==> src/rtl/window_buffer_3x3_if.sv <==
// Stream interface of the 3x3 window generator: raster pixels in, windows out.
// master drives pixels and consumes windows; slave is the window generator.
interface window_buffer_3x3_if #(
    parameter int ELEMENT_WIDTH = 32
);
    logic                     t;
    logic                     in_valid;
    logic [ELEMENT_WIDTH-1:0] in_data;
    logic                     win_valid;
    logic [ELEMENT_WIDTH-1:0] win_data [2:0][2:0];
    logic                     frame_done;

    modport master (
        output t, in_valid, in_data,
        input  win_valid, win_data, frame_done
    );

    modport slave (
        input  t, in_valid, in_data,
        output win_valid, win_data, frame_done
    );
endinterface

==> src/rtl/window_buffer_3x3.sv <==
// Streaming 3x3 sliding-window generator over raster-order pixels, built from two
// row line buffers plus a 3x3 register window; only fully in-frame windows are flagged.
module window_buffer_3x3 #(
    parameter int ELEMENT_WIDTH = 32,
    parameter int IMG_WIDTH     = 16,
    parameter int IMG_HEIGHT    = 16
) (
    input  logic                clk,
    input  logic                rst,
    window_buffer_3x3_if.slave  bus
);
    localparam int CW = $clog2(IMG_WIDTH);
    localparam int RW = $clog2(IMG_HEIGHT);
    localparam logic [CW-1:0] COL_LAST = CW'(IMG_WIDTH - 1);
    localparam logic [RW-1:0] ROW_LAST = RW'(IMG_HEIGHT - 1);
    localparam logic [CW-1:0] COL_TWO  = CW'(2);
    localparam logic [RW-1:0] ROW_TWO  = RW'(2);

    typedef enum logic [0:0] {IDLE = 1'b0, RUN = 1'b1} state_t;

    state_t                   state_q, state_d;
    logic [CW-1:0]            col_q, col_d, col_eff_s;
    logic [RW-1:0]            row_q, row_d, row_eff_s;
    logic                     accept_s;
    logic                     last_s;
    logic                     win_valid_q, win_valid_d;
    logic                     frame_done_q, frame_done_d;
    logic [ELEMENT_WIDTH-1:0] win_q   [2:0][2:0];
    logic [ELEMENT_WIDTH-1:0] line0_q [IMG_WIDTH];
    logic [ELEMENT_WIDTH-1:0] line1_q [IMG_WIDTH];

    // State register
    always_ff @(posedge clk) begin
        if (rst) begin
            state_q <= IDLE;
        end else begin
            state_q <= state_d;
        end
    end

    // Next state: t always (re)starts a frame, the last accepted pixel ends it
    always_comb begin
        state_d = state_q;
        if (bus.t) begin
            state_d = RUN;
        end else if (accept_s && last_s) begin
            state_d = IDLE;
        end else begin
            state_d = state_q;
        end
    end

    // Acceptance, position tracking and output flags; a t cycle behaves as position (0,0)
    always_comb begin
        col_eff_s    = bus.t ? '0 : col_q;
        row_eff_s    = bus.t ? '0 : row_q;
        accept_s     = bus.in_valid && (bus.t || (state_q == RUN));
        last_s       = (row_eff_s == ROW_LAST) && (col_eff_s == COL_LAST);
        col_d        = col_eff_s;
        row_d        = row_eff_s;
        win_valid_d  = accept_s && (row_eff_s >= ROW_TWO) && (col_eff_s >= COL_TWO);
        frame_done_d = accept_s && last_s;
        if (accept_s) begin
            if (col_eff_s == COL_LAST) begin
                col_d = '0;
                if (last_s) begin
                    row_d = '0;
                end else begin
                    row_d = row_eff_s + RW'(1);
                end
            end else begin
                col_d = col_eff_s + CW'(1);
                row_d = row_eff_s;
            end
        end else begin
            col_d = col_eff_s;
            row_d = row_eff_s;
        end
    end

    // Position counters, output flags and the 3x3 window register
    always_ff @(posedge clk) begin
        if (rst) begin
            col_q        <= '0;
            row_q        <= '0;
            win_valid_q  <= 1'b0;
            frame_done_q <= 1'b0;
            for (int r = 0; r < 3; r++) begin
                for (int c = 0; c < 3; c++) begin
                    win_q[r][c] <= '0;
                end
            end
        end else begin
            col_q        <= col_d;
            row_q        <= row_d;
            win_valid_q  <= win_valid_d;
            frame_done_q <= frame_done_d;
            if (accept_s) begin
                for (int r = 0; r < 3; r++) begin
                    win_q[r][0] <= win_q[r][1];
                    win_q[r][1] <= win_q[r][2];
                end
                win_q[0][2] <= line1_q[col_eff_s];
                win_q[1][2] <= line0_q[col_eff_s];
                win_q[2][2] <= bus.in_data;
            end
        end
    end

    // Line buffers need no reset: stale rows are masked by the row>=2 gating
    always_ff @(posedge clk) begin
        if (accept_s) begin
            line1_q[col_eff_s] <= line0_q[col_eff_s];
            line0_q[col_eff_s] <= bus.in_data;
        end
    end

    assign bus.win_valid  = win_valid_q;
    assign bus.frame_done = frame_done_q;

    for (genvar r = 0; r < 3; r++) begin : g_row
        for (genvar c = 0; c < 3; c++) begin : g_col
            assign bus.win_data[r][c] = win_q[r][c];
        end
    end
endmodule
==> src/flat_wrapper.sv <==
// flat-port wrapper written by rule: the top's interface ports become plain ports
module window_buffer_3x3_flat 
#(
    parameter int ELEMENT_WIDTH = 32,
    parameter int IMG_WIDTH     = 16,
    parameter int IMG_HEIGHT    = 16
)
  (clk, rst, bus_t, bus_in_valid, bus_in_data, bus_win_valid, bus_win_data, bus_frame_done);
  window_buffer_3x3_if #(.ELEMENT_WIDTH(ELEMENT_WIDTH)) bus_i ();
  input  logic clk;
  input  logic rst;
  input wire logic [$bits(bus_i.t)-1:0] bus_t;
  input wire logic [$bits(bus_i.in_valid)-1:0] bus_in_valid;
  input wire logic [$bits(bus_i.in_data)-1:0] bus_in_data;
  output wire logic [$bits(bus_i.win_valid)-1:0] bus_win_valid;
  output wire logic [$bits(bus_i.win_data)-1:0] bus_win_data;
  output wire logic [$bits(bus_i.frame_done)-1:0] bus_frame_done;
  assign bus_i.t = bus_t;
  assign bus_i.in_valid = bus_in_valid;
  assign bus_i.in_data = bus_in_data;
  assign bus_win_valid = bus_i.win_valid;
  assign bus_win_data = {>>{bus_i.win_data}};
  assign bus_frame_done = bus_i.frame_done;
  window_buffer_3x3 #(.ELEMENT_WIDTH(ELEMENT_WIDTH), .IMG_WIDTH(IMG_WIDTH), .IMG_HEIGHT(IMG_HEIGHT)) u_core (.clk(clk), .rst(rst), .bus(bus_i));
endmodule
==> config.mk <==
export PLATFORM = sky130hd
export DESIGN_NAME = window_buffer_3x3_flat
export DESIGN_NICKNAME = d
export VERILOG_FILES = /design/src/rtl/window_buffer_3x3_if.sv /design/src/rtl/window_buffer_3x3.sv /design/src/flat_wrapper.sv
export SDC_FILE = /design/constraint.sdc
export NUM_CORES = 1
export LEC_CHECK = 0
export BUFFER_PORTS_ARGS = -buffer_cell sky130_fd_sc_hd__buf_4
export CORE_MARGIN = 1.5
export CORE_UTILIZATION = 35
export DETAILED_ROUTE_END_ITERATION = 6
export SYNTH_ARGS = -nofsm -noshare
export SYNTH_HDL_FRONTEND = slang
export SYNTH_SLANG_ARGS = --single-unit
==> constraint.sdc <==
create_clock -name clk -period 7.2 [get_ports clk]
set_input_delay 1.08 -clock clk [delete_from_list [all_inputs] [get_ports clk]]
set_output_delay 1.08 -clock clk [all_outputs]
set_load 0.02 [all_outputs]
---- After elaboration in Yosys (flattened, before gate mapping) ----
Memories as Yosys holds them, arrays and structs flattened.
Index checks and enable logic that the tools add are counted.
cells by class
  add/subtract/negate cells ............... 2
  magnitude comparators ................... 2
  equality and inequality tests ........... 2
  multiplexer cells ....................... 24
  bitwise gates (word level) .............. 9
  reductions and logical operators ........ 7
operator list
  cell                   number
  $mux W32               9
  $mux W4                7
  $or A1 B1 Y1           9
  $add A4 B1 Y4 const B  2
  $eq A4 B4 Y1 const B   2
  $ge A4 B2 Y1 const B   2
  $mux W1                8
  $logic_and A1 B1 Y1    5
  $reduce_bool A2 Y1     1
  $logic_or A1 B1 Y1     1
word-level totals
  flip-flop bits (word level) ............. 11
  bits in writable memories ............... 1,312
  bits of input ports ..................... 36
  output and inout bits ................... 290
  word-level logic and storage cells ...... 54
  memories kept ........................... 3
memories
  memory          words  bits a word  rd ports  clocked after memory_dff  wr ports  RTL line                 RTL
  u_core.line0_q  16     32           1         0                         1         window_buffer_3x3.sv:29  logic [ELEMENT_WIDTH-1:0] line0_q [IMG_WIDTH];
  u_core.line1_q  16     32           1         0                         1         window_buffer_3x3.sv:30  logic [ELEMENT_WIDTH-1:0] line1_q [IMG_WIDTH];
  u_core.win_q    3      96           3         0                         3         window_buffer_3x3.sv:28  logic [ELEMENT_WIDTH-1:0] win_q [2:0][2:0];

---- Longest topological paths before layout ----
Gate-level depths: netlist of run 1.
  depth in word-level cells ............... 6
  mapped depth ............................ 9

---- Worst setup path before layout of run 1 ----
No wires, ideal clock.
  kind .................................... input -> register
  start point ............................. input bus_t
  end point ............................... memory u_core.win_q[0][0] in the netlist's numbering, enable pin
  data arrival time ....................... 5.359 ns
  required time ........................... 6.669 ns
  setup slack ............................. 1.310 ns
  cell stages on the path ................. 5
  buffers on the path ..................... 3
  path through ............................ buf_4 o21a_1 clkbuf_1 clkbuf_1 or2_2
RTL lines
  what                RTL line                 RTL
  start: declaration  flat_wrapper.sv:12       input wire logic [$bits(bus_i.t)-1:0] bus_t;
  end: declaration    window_buffer_3x3.sv:28

---- Final worst setup path of run 1 ----
  start point ............................. register u_core.col_q[2]
  end point ............................... memory u_core.line1_q[5][29], data pin
between the ends
  cells in the longest elaborated chain, start to end .. 2
ends and longest elaborated chain
  what                      RTL line                 RTL
  start: declaration        window_buffer_3x3.sv:22  logic [CW-1:0] col_q, col_d, col_eff_s;
  start signal: assignment  window_buffer_3x3.sv:94  col_q <= col_d;
  $mux W4                   window_buffer_3x3.sv:55  col_eff_s = bus.t ? '0 : col_q;
  $mem_v2 Z16 W32           -
  end: declaration          window_buffer_3x3.sv:30
No other way between the ends.

==> results of run 1 <==
[worst max-delay path by stage]
| stage | start | end | slack (ps) | cells past startpoint |
|---|---|---|---|---|
| floorplan | bus_t | u_core.win_q[0][0] | 1310 | 5 |
| global placement | bus_t | u_core.line0_q[9][24] | 2460 | 7 |
| detailed placement | bus_t | u_core.line0_q[9][24] | 2370 | 7 |
| CTS | u_core.col_q[2] | u_core.line1_q[15][22] | 2960 | 5 |
| global route | u_core.col_q[2] | u_core.line1_q[11][22] | 2820 | 5 |
| finish | u_core.col_q[2] | u_core.line1_q[5][29] | 2870 | 5 |
[per-stage QoR]
stage / util / total power, uW / cell area (um^2)
finish: 0.413 / 16600 / 60100
global route: 0.413 / 17100 / 60100
CTS: 0.413 / 16700 / 60100
detailed placement: 0.383 / 9880 / 55700
global placement: 0.383 / 9870 / 55700
floorplan: - / 9430 / 51200
[placed cells by master (no fill, tap or decap), types with 21 or more instances in the layout]
master and instances:
a21oi_1 125, and3b_1 45, buf_4 381, mux2i_1 193, mux2_2 132, clkbuf_1 33
edfxtp_1 1312, nand2_1 36, clkinv_1 35, nor2_1 57, a31oi_1 29, o21ai_0 111
o22ai_1 72, clkinv_2 23, and2_1 224, o31a_1 21, nand3_1 29, clkbuf_16 147
a211oi_1 42, a2bb2oi_1 23
[routing by layer]
layer | part of all wire | vias to the layer above | GRT usage
met5 | 0 | - | 0
met4 | 0.026 | 0 | 0.0565
met3 | 0.072 | 200 | 0.0358
met2 | 0.48 | 1061 | 0.280
met1 | 0.42 | 14200 | 0.232
li1 | - | 12300 | -
[layout make-up]
| class | instances | area, um^2 | share of cell area |
|---|---|---|---|
| well taps | 1917 | 2400 | 0.0399 |
| inverters | 6 | 31.3 | 0.000521 |
| clock buffers | 180 | 3800 | 0.0633 |
| clock inverters | 76 | 551 | 0.00917 |
| repair buffers | 384 | 2920 | 0.0486 |
| diodes | 1 | 2.50 | 0.0000417 |
| flip-flops and latches | 1323 | 39600 | 0.660 |
| multi-input cells | 1409 | 10700 | 0.179 |
[synth_stat cells (7+ instances only)]
| library cell | count |
|---|---|
| a22oi_1 | 11 |
| o41a_1 | 7 |
| a221oi_2 | 7 |
| a21o_1 | 9 |
| nand3b_1 | 17 |
| edfxtp_1 | 1312 |
| nor2_1 | 60 |
| o31a_1 | 21 |
| and3_1 | 12 |
| o32ai_2 | 8 |
| and2_1 | 228 |
| a41oi_1 | 9 |
| a221oi_1 | 16 |
| a2bb2oi_1 | 23 |
| o22ai_1 | 72 |
| o32ai_1 | 11 |
| nor3b_1 | 18 |
| mux2_2 | 132 |
| nand2_1 | 36 |
| buf_6 | 7 |
| a211oi_1 | 42 |
| clkbuf_1 | 107 |
| dfxtp_1 | 11 |
| a31oi_1 | 29 |
| nand3_1 | 29 |
| and3b_1 | 45 |
| a21oi_1 | 125 |
| mux2i_1 | 193 |
| or3b_2 | 16 |
| buf_2 | 57 |
| o21ai_0 | 111 |
| o211ai_1 | 20 |
| buf_4 | 17 |
| a2111oi_1 | 11 |
| o21ai_1 | 7 |
| o221a_2 | 7 |
[cells by family after synthesis]
| group | after synthesis |
|---|---|
| flip-flops | 1323 |
| AO/OA/AOI/OAI | 577 |
| AND/OR/NAND/NOR | 497 |
| multiplexers | 326 |
| buffers and inverters | 200 |
| adder cells (fa/ha/maj) | 5 |
| XOR/XNOR | 4 |
[power groups by stage]
stage               Combinational, uW  Clock (uW)  Sequential [uW]
floorplan                         382           0             9050
global placement                  951           0             8920
detailed placement                959           0             8920
CTS                               960        7010             8760
global route                     1010        7290             8770
finish                            947        6870             8760
[state kept, by name, summed over array words and instances (netlist names)]
signal,cells
u_core.col_q,4
u_core.line0_q,512
u_core.state_q,1
u_core.bus.win_valid,1
u_core.bus.frame_done,1
u_core.line1_q,512
u_core.win_q,288
u_core.row_q,4
[critical path, stage by stage (launching register included)]
cell,delay [ps]
dfxtp_1,1220
nand3b_1,680
nor2_2,890
buf_4,360
a21oi_1,130
nand3_1,660
==> flow_metrics.env, run 1 <==
export IMPL_whs_path_depth=2
export IMPL_die_area_um2=148000
export IMPL_cts_sinks=1323
export IMPL_htreeDepth=4
export IMPL_drtIter0Drc=2608
export IMPL_start_util=0.352
export IMPL_rsz0062_at_grt="no"
export IMPL_finClkSkew_ps=26.7
export IMPL_crit_fanout=19
export IMPL_synth_main_ff_cell="edfxtp_1"
export IMPL_finalNonFillerCells=5296
export IMPL_fillers=13000
export IMPL_hold_buffers=0
export IMPL_power_share_clock=0.414
export IMPL_yosys_area_top_type_share=0.770
export IMPL_cts_root_buf="clkbuf_16"
export IMPL_synth_compound_area_frac=0.0770
export IMPL_setup_viol=0
export IMPL_routedWlPerCell_um=24.7
export IMPL_viasPerCell=5.25
export IMPL_vias=27800
export IMPL_max_slew_margin=0.0963
export IMPL_grt_pass1_wl_mm=187
export IMPL_antenna_found_initial=5
export IMPL_syn2layout_area_growth_pct=17.4
export IMPL_seq_area_frac_synth=0.774
export IMPL_combPwrFrac=0.057
export IMPL_cts_resized=0
export IMPL_post_route_cells_drive_above_1_share=0.231
export IMPL_drtAntennaViolNets=0
export IMPL_synth_top_area_cell="edfxtp_1"
export IMPL_post_route_drc_count=0
export IMPL_syn_area_per_cell_um2=17.4
export IMPL_first_global_vias=27300
export IMPL_final_max_slew_viol_count=0
export IMPL_io_buffers=325
export IMPL_maxCapViolations=0
export IMPL_synth_edf_count=1312
export IMPL_p_leak_uw=0.0206
export IMPL_setup_tns_ps=0
export IMPL_muxShareOfSynthArea=0.0673
export IMPL_num_io_pins=326
export IMPL_routed_wl_mm=131
export IMPL_grt_total_usage=0.173
export IMPL_ys_ff_latch=1323
export IMPL_synth_area_leaders="edfxtp_1 (77%), mux2i_1 (3.8%), mux2_2 (2.9%), and2_1 (2.8%), a21oi_1 (1.2%)"
export IMPL_grt_overflow=0
export IMPL_rr_startpoint="u_core.col_q[2]"
export IMPL_fin_nets=3308
export IMPL_synth_top_family_by_area="compound AO/OA/AOI/OAI gates"
export IMPL_fin_crit_ps=4330
export IMPL_cts_buffers=143
export IMPL_rows=140
export IMPL_clock_latency_ps=770
export IMPL_fmax_mhz=231
export IMPL_reg2reg_slack_ps=2870
export IMPL_power_switching_uw=3680
export IMPL_synth_simple_area_share=0.0610
export IMPL_power_density_nw_per_um2=276
export IMPL_rr_worst_depth=5
export IMPL_yosys_warnings=0
export IMPL_syn_area_um2=51200
export IMPL_clockBufferDepth=3
export IMPL_synthCells=2932
export IMPL_critical_path_arrival_ps=4750
export IMPL_critPathLaunchType="flop"
export IMPL_synth_xor_area_share=0.000685
export IMPL_p_sw_frac=0.222
export IMPL_hold_path_endpoint="u_core.state_q"
export IMPL_syn_num_nets=2973
export IMPL_intPower_uw=12900
export IMPL_end_kind="flop"
export IMPL_period_share=0.602
export IMPL_timing_final_ws_setup_ps=2870
export IMPL_place_ws_ps=2370
export IMPL_crit_type="flop to flop"
export IMPL_timing_hold_ws_ps=538
export IMPL_core_area_um2=145000
export IMPL_min_from="u_core.state_q"
export IMPL_synthArstFlopShare=0
export IMPL_worst_pin_slew_ps=1350
export IMPL_grt_max_degree=145
export IMPL_first_pass_iters=6
export IMPL_die_width_um=385
export IMPL_place_congestion=0.768
export IMPL_timing_rr_end="u_core.line1_q[5][29]"
export IMPL_synth_cell_types=71
export IMPL_clk_pin_slew_worst_paths_ps=60
export IMPL_postCtsSetupRepairBufs=0
export IMPL_synth_adder_area_share=0.00122
export IMPL_cp_required_ps=7620
export IMPL_outcome="complete, no violations"
export IMPL_die_height_um=385
export IMPL_peakVddDrop_mv=0.208
export IMPL_finalHoldViolCount=0
export IMPL_p_seq_frac=0.528
export IMPL_cts_tree="yes"
export IMPL_place_hpwl_mm=74.1
export IMPL_hold_path_class="flop to flop"
export IMPL_placedCellCount=5039
No activity file was read; power rests on OpenSTA's default activity.
==> run 2: changes to the inputs <==
--- a/config.mk
+++ b/config.mk
@@ -5,6 +5,7 @@
 export SDC_FILE = /design/constraint.sdc
 export NUM_CORES = 1
 export LEC_CHECK = 0
+export ABC_AREA = 1
 export BUFFER_PORTS_ARGS = -buffer_cell sky130_fd_sc_hd__buf_4
 export CORE_MARGIN = 1.5
 export CORE_UTILIZATION = 35
==> constraint.sdc (replaced) <==
create_clock -name clk -period 4.1 [get_ports clk]
set_input_delay 0.615 -clock clk [delete_from_list [all_inputs] [get_ports clk]]
set_output_delay 0.615 -clock clk [all_outputs]
set_load 0.02 [all_outputs]
==> run 2 against run 1 <==
- power is 78% higher
- die area increased by 4.5%
- routed wire length rose by 10%
- core utilization up 0.60 points
- global-route usage is 1.0 points higher
- clock skew increased by 21 ps
- cell area is 6.0% higher
- hold slack lost 410 ps
- synthesized cell count grew 61%
- cell count grew 36%
- clock power rose by 79%
- first-iteration DRC count rose by 19%
- largest power group unchanged
- highest routed layer is now met5
==> flow_metrics.env, run 2 <==
export IMPL_layout_commonest_cell="edfxtp_1"
export IMPL_cts_resized=0
export IMPL_finalNonFillerCells=7228
export IMPL_die_height_um=394
export IMPL_hold_path_class="input pin to flop"
export IMPL_ys_ff_latch=1323
export IMPL_hold_buffers=1
export IMPL_post_route_cells_drive_above_1_share=0.139
export IMPL_grt_overflow=0
export IMPL_first_pass_iters=6
export IMPL_cts_root_buf="clkbuf_16"
export IMPL_max_slew_margin=0.316
export IMPL_hold_path_endpoint="u_core.line0_q[9][10]"
export IMPL_viasPerCell=4.72
export IMPL_power_switching_uw=6840
export IMPL_num_io_pins=326
export IMPL_start_util=0.352
export IMPL_critical_path_arrival_ps=3730
export IMPL_post_synth_top_count_cell="edfxtp_1"
export IMPL_place_congestion=0.797
export IMPL_p_seq_frac=0.523
export IMPL_clockBufferDepth=3
export IMPL_vias=34100
export IMPL_first_global_vias=32400
export IMPL_syn_area_um2=53500
export IMPL_antenna_found_initial=7
export IMPL_cp_required_ps=4540
export IMPL_crit_type="flop to flop"
export IMPL_synthArstFlopShare=0
export IMPL_fmax_mhz=304
export IMPL_die_area_um2=155000
export IMPL_synth_area_leaders="edfxtp_1 (74%), nand2_1 (7.3%), nor2_1 (5.9%), inv_1 (4.7%), o21ai_0 (2.4%)"
export IMPL_htreeDepth=4
export IMPL_min_from="bus_in_data[10]"
export IMPL_finClkSkew_ps=47.4
export IMPL_post_route_drc_count=0
export IMPL_routedWlPerCell_um=20.0
export IMPL_mostFrequentLayoutCells="edfxtp_1 (1312), nand2_1 (1037), nor2_1 (824), inv_1 (663), buf_4 (396)"
export IMPL_postCtsSetupRepairBufs=0
export IMPL_fin_nets=5139
export IMPL_clk_pin_slew_worst_paths_ps=60
export IMPL_grt_pass1_wl_mm=211
export IMPL_synthCells=4728
export IMPL_finalHoldViolCount=0
export IMPL_power_density_nw_per_um2=463
export IMPL_rr_worst_depth=10
export IMPL_cts_sinks=1323
export IMPL_intPower_uw=22600
export IMPL_outcome="complete, no violations"
export IMPL_p_sw_frac=0.232
export IMPL_setup_viol=0
export IMPL_routed_wl_mm=144
export IMPL_synth_edf_count=1312
export IMPL_placedCellCount=6984
export IMPL_rr_startpoint="u_core.col_q[0]"
export IMPL_drtIter0Drc=3098
export IMPL_cts_buffers=141
export IMPL_synth_top_area_cell="edfxtp_1"
export IMPL_synth_cell_types=25
export IMPL_critPathLaunchType="flop"
export IMPL_fillers=13900
export IMPL_maxCapViolations=0
export IMPL_end_kind="flop"
export IMPL_power_share_clock=0.416
export IMPL_p_leak_uw=0.0257
export IMPL_cts_tree="yes"
export IMPL_whs_path_depth=1
export IMPL_setup_tns_ps=0
export IMPL_combPwrFrac=0.061
export IMPL_syn_area_per_cell_um2=11.3
export IMPL_finalPower_uw=29500
export IMPL_final_max_slew_viol_count=0
export IMPL_rsz0062_at_grt="no"
export IMPL_die_width_um=394
export IMPL_reg2reg_slack_ps=810
export IMPL_fin_crit_ps=3290
export IMPL_yosys_area_top_type_share=0.737
export IMPL_seq_area_frac_synth=0.741
export IMPL_io_buffers=325
export IMPL_core_area_um2=152000
export IMPL_reg_top3="u_core.line0_q: 512 flops, u_core.line1_q: 512 flops, u_core.win_q: 288 flops"
export IMPL_place_hpwl_mm=79.8
export IMPL_synth_common_cells="edfxtp_1 (1312), nand2_1 (1039), nor2_1 (842)"
export IMPL_grt_total_usage=0.183
export IMPL_grt_max_degree=134
export IMPL_timing_rr_end="u_core.line1_q[2][14]"
export IMPL_peakVddDrop_mv=0.394
export IMPL_period_share=0.803
export IMPL_synth_main_ff_cell="edfxtp_1"
export IMPL_syn2layout_area_growth_pct=19.0
export IMPL_crit_fanout=46
export IMPL_drtAntennaViolNets=0
export IMPL_yosys_warnings=0
export IMPL_rows=143
export IMPL_syn_num_nets=4769
export IMPL_worst_pin_slew_ps=1020
export IMPL_diodes=0
export IMPL_clock_latency_ps=790
run 2: cell types whose count changed in the layout (fill, tap and decap cells not counted), sizes merged, moves of 71 or more:
cell / delta
and2: -228
inv: +670
mux2: -132
mux2i: -193
nand2: +1006
nand3: +177
nor2: +784
o21ai: +169
o22ai: -71
run 2: worst max-delay path by stage:
stage | start | to | slack (ps) | cells past startpoint
global route | u_core.col_q[0] | u_core.line1_q[14][4] | 590 | 11
floorplan | bus_t | u_core.line0_q[10][0] | -720 | 9
detailed placement | bus_t | u_core.line1_q[10][31] | 610 | 9
global placement | bus_t | u_core.line1_q[9][31] | 640 | 9
CTS | u_core.col_q[0] | u_core.line0_q[15][26] | 760 | 8
finish | u_core.col_q[0] | u_core.line1_q[2][14] | 810 | 10
run 2: power groups by stage:
stage / clock [uW] / sequential, uW / combinational [uW]
2_1_floorplan: 0 / 15900 / 689
3_3_place_gp: 0 / 15700 / 1790
3_5_place_dp: 0 / 15700 / 1810
4_1_cts: 12500 / 15400 / 1810
5_1_grt: 13000 / 15400 / 1950
6_report: 12300 / 15400 / 1800
run 2: critical path, stage by stage, from the launching register on:
cell and delay (ps):
dfxtp_4 810, inv_2 120, nor2_4 480, buf_12 310, nand2_1 80, nand3_1 60
o21ai_0 80, nand2_1 60, nand2_1 70, nor2_1 450, inv_1 380
run 2: stage by stage:
step / hold slack (ps) / cell area [um^2] / worst slack, ps / util
2_1_floorplan: 463 / 53500 / -723 / -
3_3_place_gp: 524 / 59200 / 637 / 0.390
3_5_place_dp: 524 / 59200 / 608 / 0.390
4_1_cts: 76.7 / 63700 / 761 / 0.419
5_1_grt: 117 / 63700 / 590 / 0.419
6_report: 132 / 63700 / 809 / 0.419
run 2: cells by family after synthesis:
family / count (synthesis) / share of synthesized area
AOI/OAI and AO/OA: 367 / 0.0344
adders and majority gates: 5 / 0.00117
buffers and inverters: 898 / 0.0664
DFF: 1323 / 0.741
and+or+nand+nor: 2135 / 0.157
run 2: final cells by class:
type                    count  area [um^2]  share of cell area
clock buffers             164         3610              0.0568
clock inverters            79          835              0.0131
inverters                 678         2550              0.0401
multi-input cells        2507        10500               0.165
flip-flops and latches   1323        39600               0.622
well taps                2030         2540              0.0399
repair buffers            447         3980              0.0626
run 2: per-layer routing:
layer / part of all wire / vias to the layer above / global-route usage
li1: - / 16100 / -
met1: 0.42 / 16500 / 0.241
met2: 0.47 / 1279 / 0.297
met3: 0.078 / 268 / 0.0414
met4: 0.032 / 12 / 0.0665
met5: 0.00053 / - / 0
